**config.mk**
```make
export PLATFORM = sky130hd
export DESIGN_NAME = fwd_hazard_ctrl
export DESIGN_NICKNAME = d
export VERILOG_FILES = /design/src/rtl/fwd_hazard_ctrl.sv
export SDC_FILE = /design/constraint.sdc
export NUM_CORES = 1
export LEC_CHECK = 0
export ABC_AREA = 1
export CAP_MARGIN = 25
export CORE_MARGIN = 10
export CORE_UTILIZATION = 38
export DETAILED_ROUTE_END_ITERATION = 16
export DONT_BUFFER_PORTS = 1
export HOLD_SLACK_MARGIN = 0.08
export PLACE_DENSITY = 0.59
export SLEW_MARGIN = 20
export SYNTH_ARGS = -nofsm -noshare
export SYNTH_HDL_FRONTEND = slang
export SYNTH_SLANG_ARGS = --single-unit
export TNS_END_PERCENT = 5
```
**constraint.sdc**
```tcl
create_clock -name clk_i -period 1.8 [get_ports clk_i]
set_clock_uncertainty 0.2 [all_clocks]
set_input_delay 0.36 -clock clk_i [delete_from_list [all_inputs] [get_ports clk_i]]
set_output_delay 0.36 -clock clk_i [all_outputs]
set_load 0.1 [all_outputs]
```
**src/rtl/fwd_hazard_ctrl.sv**
```systemverilog
// Forwarding and hazard controller for a 5-stage IF/ID/EX/MEM/WB pipeline.
// Keeps shadow copies of the destination registers in EX and MEM, produces
// registered operand-mux selects for the instruction entering EX, detects
// load-use hazards and taken-branch flushes, and counts both events.
module fwd_hazard_ctrl #(
    parameter int REG_W = 5,
    parameter int CNT_W = 16
) (
    input  logic             clk_i,
    input  logic             rst_i,
    input  logic             id_valid_i,
    input  logic [REG_W-1:0] id_rs_i,
    input  logic [REG_W-1:0] id_rt_i,
    input  logic             id_use_rs_i,
    input  logic             id_use_rt_i,
    input  logic [REG_W-1:0] id_rd_i,
    input  logic             id_regwrite_i,
    input  logic             id_memread_i,
    input  logic             branch_taken_i,
    output logic [1:0]       fwd_a_sel_o,
    output logic [1:0]       fwd_b_sel_o,
    output logic             stall_o,
    output logic             flush_o,
    output logic [CNT_W-1:0] stall_cnt_o,
    output logic [CNT_W-1:0] flush_cnt_o
);

    // Operand mux encoding: regfile value, MEM/WB result, EX/MEM ALU result.
    localparam logic [1:0] SEL_REG = 2'b00;
    localparam logic [1:0] SEL_MEM = 2'b01;
    localparam logic [1:0] SEL_EX  = 2'b10;

    localparam logic [REG_W-1:0] ZERO_REG = '0;

    // Shadow EX slot (instruction currently in EX)
    logic             ex_valid_q, ex_valid_d;
    logic             ex_regwrite_q, ex_regwrite_d;
    logic             ex_memread_q, ex_memread_d;
    logic [REG_W-1:0] ex_rd_q, ex_rd_d;

    // Shadow MEM slot (instruction currently in MEM)
    logic             mem_valid_q, mem_valid_d;
    logic             mem_regwrite_q, mem_regwrite_d;
    logic [REG_W-1:0] mem_rd_q, mem_rd_d;

    logic [1:0]       fwd_a_q, fwd_a_d;
    logic [1:0]       fwd_b_q, fwd_b_d;
    logic [CNT_W-1:0] stall_cnt_q, stall_cnt_d;
    logic [CNT_W-1:0] flush_cnt_q, flush_cnt_d;

    logic hazard;
    logic advance;
    logic ex_fwd_ok;
    logic mem_fwd_ok;

    // Select for one operand; the EX slot holds the younger result so it wins.
    // Register 0 is hard-wired and never forwarded (gated via *_fwd_ok).
    function automatic logic [1:0] pick_sel(
        input logic             use_src,
        input logic [REG_W-1:0] src,
        input logic             ex_ok,
        input logic [REG_W-1:0] ex_rd,
        input logic             mem_ok,
        input logic [REG_W-1:0] mem_rd
    );
        logic [1:0] sel;
        sel = SEL_REG;
        if (use_src) begin
            if (ex_ok && (src == ex_rd)) begin
                sel = SEL_EX;
            end else if (mem_ok && (src == mem_rd)) begin
                sel = SEL_MEM;
            end
        end
        return sel;
    endfunction

    // Saturating increment: sticks at all-ones instead of wrapping.
    function automatic logic [CNT_W-1:0] sat_inc(input logic [CNT_W-1:0] v);
        logic [CNT_W-1:0] r;
        r = v;
        if (v != {CNT_W{1'b1}}) begin
            r = v + 1'b1;
        end
        return r;
    endfunction

    // Load-use hazard and flush/stall arbitration (a taken branch wins).
    always_comb begin
        hazard = ex_valid_q && ex_memread_q && (ex_rd_q != ZERO_REG) && id_valid_i &&
                 ((id_use_rs_i && (id_rs_i == ex_rd_q)) ||
                  (id_use_rt_i && (id_rt_i == ex_rd_q)));
        flush_o    = branch_taken_i;
        stall_o    = hazard && !branch_taken_i;
        advance    = !stall_o && !flush_o;
        ex_fwd_ok  = ex_valid_q && ex_regwrite_q && (ex_rd_q != ZERO_REG);
        mem_fwd_ok = mem_valid_q && mem_regwrite_q && (mem_rd_q != ZERO_REG);
    end

    // Next state: slots shift down, selects computed for the instruction entering EX.
    always_comb begin
        mem_valid_d    = ex_valid_q;
        mem_regwrite_d = ex_regwrite_q;
        mem_rd_d       = ex_rd_q;

        ex_valid_d     = 1'b0;
        ex_regwrite_d  = 1'b0;
        ex_memread_d   = 1'b0;
        ex_rd_d        = ZERO_REG;
        fwd_a_d        = SEL_REG;
        fwd_b_d        = SEL_REG;

        if (advance) begin
            ex_valid_d    = id_valid_i;
            ex_regwrite_d = id_regwrite_i;
            ex_memread_d  = id_memread_i;
            ex_rd_d       = id_rd_i;
            fwd_a_d = pick_sel(id_use_rs_i, id_rs_i, ex_fwd_ok, ex_rd_q, mem_fwd_ok, mem_rd_q);
            fwd_b_d = pick_sel(id_use_rt_i, id_rt_i, ex_fwd_ok, ex_rd_q, mem_fwd_ok, mem_rd_q);
        end

        stall_cnt_d = stall_o ? sat_inc(stall_cnt_q) : stall_cnt_q;
        flush_cnt_d = flush_o ? sat_inc(flush_cnt_q) : flush_cnt_q;
    end

    // State registers; reset clears every slot so no hazard survives it.
    always_ff @(posedge clk_i or posedge rst_i) begin
        if (rst_i) begin
            ex_valid_q     <= 1'b0;
            ex_regwrite_q  <= 1'b0;
            ex_memread_q   <= 1'b0;
            ex_rd_q        <= ZERO_REG;
            mem_valid_q    <= 1'b0;
            mem_regwrite_q <= 1'b0;
            mem_rd_q       <= ZERO_REG;
            fwd_a_q        <= SEL_REG;
            fwd_b_q        <= SEL_REG;
            stall_cnt_q    <= '0;
            flush_cnt_q    <= '0;
        end else begin
            ex_valid_q     <= ex_valid_d;
            ex_regwrite_q  <= ex_regwrite_d;
            ex_memread_q   <= ex_memread_d;
            ex_rd_q        <= ex_rd_d;
            mem_valid_q    <= mem_valid_d;
            mem_regwrite_q <= mem_regwrite_d;
            mem_rd_q       <= mem_rd_d;
            fwd_a_q        <= fwd_a_d;
            fwd_b_q        <= fwd_b_d;
            stall_cnt_q    <= stall_cnt_d;
            flush_cnt_q    <= flush_cnt_d;
        end
    end

    assign fwd_a_sel_o = fwd_a_q;
    assign fwd_b_sel_o = fwd_b_q;
    assign stall_cnt_o = stall_cnt_q;
    assign flush_cnt_o = flush_cnt_q;

endmodule

```
# Word level (Yosys, flattened, before mapping)
# Index checks and enable logic that the tools add are counted.
[classes] addsub=2 eq_ne=6 n_mux=12 n_reduce_logical=23
[ops] operator="adder 16 x 1 -> 16 bit (second input constant)" count=2
[ops] operator="!= test 16 bit (second input constant)" count=2
[ops] operator="== test 5 bit" count=4
[ops] operator="logical AND 1 bit" count=16
[ops] operator="2-to-1 mux 2 bit" count=6
[ops] operator="nonzero test 5 bit" count=2
[ops] operator="2-to-1 mux 1 bit" count=5
[ops] operator="2-to-1 mux 5 bit" count=1
[ops] operator="AND reduction 2 bit" count=2
[ops] operator="logical NOT 1 bit" count=2
[ops] operator="logical OR 1 bit" count=1
[word_totals] ff_bits=51 word_cells=54

# Depth between registers and ports, before layout
[logic_depth] depth_word=8 ltp_mapped=11 depth_no_buf=10

# Worst setup path before layout
# Ideal clock, no wire load.
[synth_path] path_kind="flip-flop to flip-flop" start="register stall_cnt_q[4] (netlist: stall_cnt_o[4])" end="register stall_cnt_q[9] (netlist: stall_cnt_o[9])" setup_time_ps=120 arrival_time_ps=2086 slack_ps=-606 path_stages_with_launch=11 path_buffers=1 synth_period_minus_slack_ps=2406 cell_sequence="dfrtp_1 > inv_1 > nor3_2 > nand2_1 > nor2_2 > nand3b_2 > clkinv_2 > nor2_8 > buf_12 > nand2_2 > nand2_1"
[synth_between] elab_chain_len=2 elab_cells_between_ends=3 cone_classes="1 x add/sub; 1 x eq/ne; 1 x reduce/logical"
[synth_rtl] item="start, declared" line_no="48" text="logic [CNT_W-1:0] stall_cnt_q, stall_cnt_d;"
[synth_rtl] item="start signal, assigned" line_no="150" text="stall_cnt_q <= stall_cnt_d;"
[synth_rtl] item="branches (longest 2 deep; another with adder 16 x 1 -> 16 bit)"
# Parallel ways; which one is timed is not known.
# A chain may end at the register's enable or synchronous reset.

# Worst setup path after layout
[layout_path] start="register ex_rd_q[1]" end="output port stall_o"
[layout_between] elab_chain_len=5 elab_cells_between_ends=10 cone_classes="2 x eq/ne; 8 x reduce/logical"
[layout_rtl] item="start, declared" line_no="39" text="logic [REG_W-1:0] ex_rd_q, ex_rd_d;"
[layout_rtl] item="start signal, assigned" line_no="144" text="ex_rd_q <= ex_rd_d;"
[layout_rtl] item="== test 5 bit (tied with other cells)" line_no="91" text="((id_use_rs_i && (id_rs_i == ex_rd_q)) ||"
[layout_rtl] item="logical AND 1 bit, on equally long branches" line_no="91, 90, 92"
[layout_rtl] item="logical OR 1 bit or logical AND 1 bit (tied branches)" line_no="91, 90"
[layout_rtl] item="logical AND 1 bit (*)" line_no="90" text="hazard = ex_valid_q && ex_memread_q && (ex_rd_q != ZERO_REG) && id_valid_i &&"
[layout_rtl] item="logical AND 1 bit (*)" line_no="94" text="stall_o = hazard && !branch_taken_i;"
[layout_rtl] item="end, declared" line_no="22" text="output logic stall_o,"
# Every way passes the cells marked *; elsewhere a longest branch is shown, timed or not.

==> impl_metrics.yaml <==
outcome:
  status: "finished with violations"
  violations: "negative setup slack"
yosys:
  netlist_instances: 339
  syn_area_per_cell_um2: 8.19
  netlist_area_um2: 2780
  synth-seq-cells: 51
  syn-num-nets: 364
  yosysWarnings: 0
  synth.distinct_cells: 30
  yosysSeqAreaShare: 0.460
worst_setup_path:
  r2r_start: "ex_rd_q[1]"
  critical_path.startpoint: "ex_rd_q[1]"
  max_stage_delay_ns: 0.45
  crit_slowest_cell: "dfrtp_1"
  critPathCaptureType: "output pin"
  critPathArrivalTime_ns: 1.70
  required_ns: 1.24
  critPathKind: "reg2out"
  cp_num_buf_inv: 2
  cp_max_fo: 4
  crit_chain: "xor2_1 -> nor2_1 -> nand4_1 -> nand2_2 -> nand3_4 -> clkinvlp_4 -> buf_12"
  cp_top_family: "simple AND/OR/NAND/NOR gates"
  startpoint_type: "flip-flop"
worst_hold_path:
  hold_start: "id_use_rs_i"
  hold_class: "in2reg"
sta:
  setup_viol: 29
  rsz0062_at_grt: "yes"
  whs_ns: 0.127
  timing.final.max_slew_violations: 0
  hold_viol: 0
  fmax_mhz: 442
  slew_headroom: 0.746
  worstMarginPinSlew_ns: 0.377
  final_min_period_over_clock_period: 1.26
  finalWorstSetupSlack_ns: -0.462
  layout_min_cycle_time_ns: 2.26
power:
  switchingPower_mw: 1.22
  p_clk_frac: 0.260
  p_leak_nw: 1.84
  switching_share: 0.391
  power_frac_comb: 0.310
  p_int_mw: 1.89
  vdd_drop_max_uv: 875
  powerDensity_nw_per_um2: 856
  seqPwrFrac: 0.430
floorplanning:
  ioPinCount: 61
  die_height_um: 105
  start_util: 0.387
  core_area_um2: 7180
  die_area_um2: 11100
  std_cell_rows: 31
  die_w_um: 105
grt:
  grt_pass1_wl_mm: 11.4
  antenna_found_initial: 0
  grt_max_degree: 52
  overflow: 0
  grt_pass1_vias: 2420
  track_usage: 0.121
detailed_routing:
  totalWireLength_mm: 6.74
  via_count: 2355
  dr.pass1.iters: 4
  ant_nets: 0
  drtIter0Drc: 89
  drc: 0
  detail_route.wl_per_cell_um: 13.2
  via_per_inst: 4.62
cts:
  cts_tree: "done"
  h-tree-depth: 2
  clkSinkCount: 51
  cts_buffers: 5
  cts-root-buf: "clkbuf_8"
  clk_latency_ns: 0.30
  cts.clk_slew.worst_paths_ns: 0.10
  cts.path.max_buffers: 2
cells_and_area:
  drive_above_1_share: 0.324
  area_delta_synth_final_pct: 30.8
  diodes: 0
  design_area_um2: 3630
  nets: 435
placement:
  dpl_cell_area_um2: 3370
  dp_hpwl_mm: 5.02
  numPortBuffers: 0
  globalplace.congestion: 0.862
job:
  cap_viol_max_count: 0
[worst paths after layout]
check                           cells past startpoint  slack, ns              end
worst max-delay path                                7      -0.46          stall_o
worst min-delay path                                4       0.13   fwd_a_sel_o[0]
worst max register to register                      8      -0.12   stall_cnt_o[9]
worst min register to register                      0       0.20   mem_regwrite_q
max in group asynchronous                           3       0.79  flush_cnt_o[10]
min in group asynchronous                           3       0.36   stall_cnt_o[1]
[power groups by stage]
stage	Sequential (mW)	Clock [mW]	Combinational, mW
detailed placement	1.36	0	0.937
CTS	1.34	0.841	0.959
global placement	1.36	0	0.932
finish	1.34	0.809	0.963
floorplan	1.87	0	0.221
global route	1.36	0.888	1.03
[flip-flops by register name, summed over array words and instances, names as in the netlist, 2 cells and up]
register	count
mem_rd_q	5
stall_cnt_o	16
fwd_b_sel_o	2
ex_rd_q	5
fwd_a_sel_o	2
flush_cnt_o	16
[worst register-to-register path: stages (launching register included)]
cell	delay [ns]
dfrtp_1	0.45
xor2_1	0.20
nor2_1	0.18
nand4_1	0.12
nand2_2	0.11
buf_4	0.13
nand4_4	0.21
nand2_1	0.15
nand2_1	0.07
[Yosys cell counts]
master | count | share of area
nand3b_1 | 1 | 0.0027
nand3_4 | 1 | 0.0063
xor2_1 | 23 | 0.073
a21oi_1 | 2 | 0.0036
nor2_8 | 1 | 0.0072
nand3_1 | 15 | 0.027
nand2_1 | 100 | 0.14
buf_4 | 1 | 0.0027
clkinv_2 | 1 | 0.0018
nand2_2 | 11 | 0.025
inv_2 | 4 | 0.0054
ha_1 | 2 | 0.0090
nor3b_1 | 1 | 0.0027
nand4_1 | 12 | 0.027
buf_12 | 1 | 0.0072
o22ai_1 | 1 | 0.0023
dfrtp_1 | 51 | 0.46
nor2_2 | 3 | 0.0068
nor2_1 | 26 | 0.035
a211oi_1 | 1 | 0.0027
nand3b_2 | 1 | 0.0041
nor3_1 | 11 | 0.020
buf_2 | 1 | 0.0018
o21ai_0 | 2 | 0.0036
nor3_2 | 1 | 0.0036
xnor2_1 | 14 | 0.044
nor4_1 | 3 | 0.0068
inv_1 | 46 | 0.062
nand4_4 | 1 | 0.0077
buf_6 | 1 | 0.0041
[layer usage]
metal	global-route usage	vias up	wire, um
li1	-	1192	-
met1	0.145	1095	2850
met2	0.200	60	3330
met3	0.0384	8	477
met4	0.0402	0	81
met5	0	-	0
[per-stage QoR]
step	total power, mW	utilization	worst slack [ns]	setup TNS, ns	instances
final	3.11	0.506	-0.462	-2.38	510
after CTS	3.14	0.501	-0.404	-0.840	509
after global routing	3.27	0.506	-0.587	-6.45	510
after detailed placement	2.29	0.470	-0.0557	-0.208	490
after global placement	2.29	0.470	-0.0149	-0.0149	490
after floorplan	2.09	-	-0.216	-7.95	339
[logic make-up after synthesis]
kind of cell / count (synthesis) / share of synthesized area
simple gates: 188 / 0.317
buf+inv: 55 / 0.0852
flops: 51 / 0.460
xor+xnor: 37 / 0.117
compound gates: 6 / 0.0122
fa+ha+maj: 2 / 0.00902
[final cells by class]
cell class	count	area, um2
Fill cell	685	3550
Tap cell	99	124
Sequential cell	51	1320
Clock buffer	5	68.8
Multi-Input combinational cell	233	1290
Timing Repair Buffer	68	592
Clock inverter	3	43.8
Inverter	51	196
[cells in the final DEF, fill, tap and decap left out, types with 7 or more instances in the layout]
cell and instances:
buf_4 52, dfrtp_1 18, dfrtp_2 33, dlygate4sd3_1 11, inv_1 42, inv_2 7
nand2_1 99, nand2_2 12, nand3_1 15, nand4_1 12, nor2_1 22, nor2_2 7
nor3_1 10, xnor2_1 13, xor2_1 23
[repair_timing]
action                                  in CTS  in global routing
cloned                                       0                  0
endpoints found under the setup margin      17                 39
pin swaps                                    0                  1
buffers inserted                             0                  1
hold buffers                                11                  0
endpoints found under the hold margin       61                  0
resized for setup                            1                  8
(Power assumes the default switching activity.)
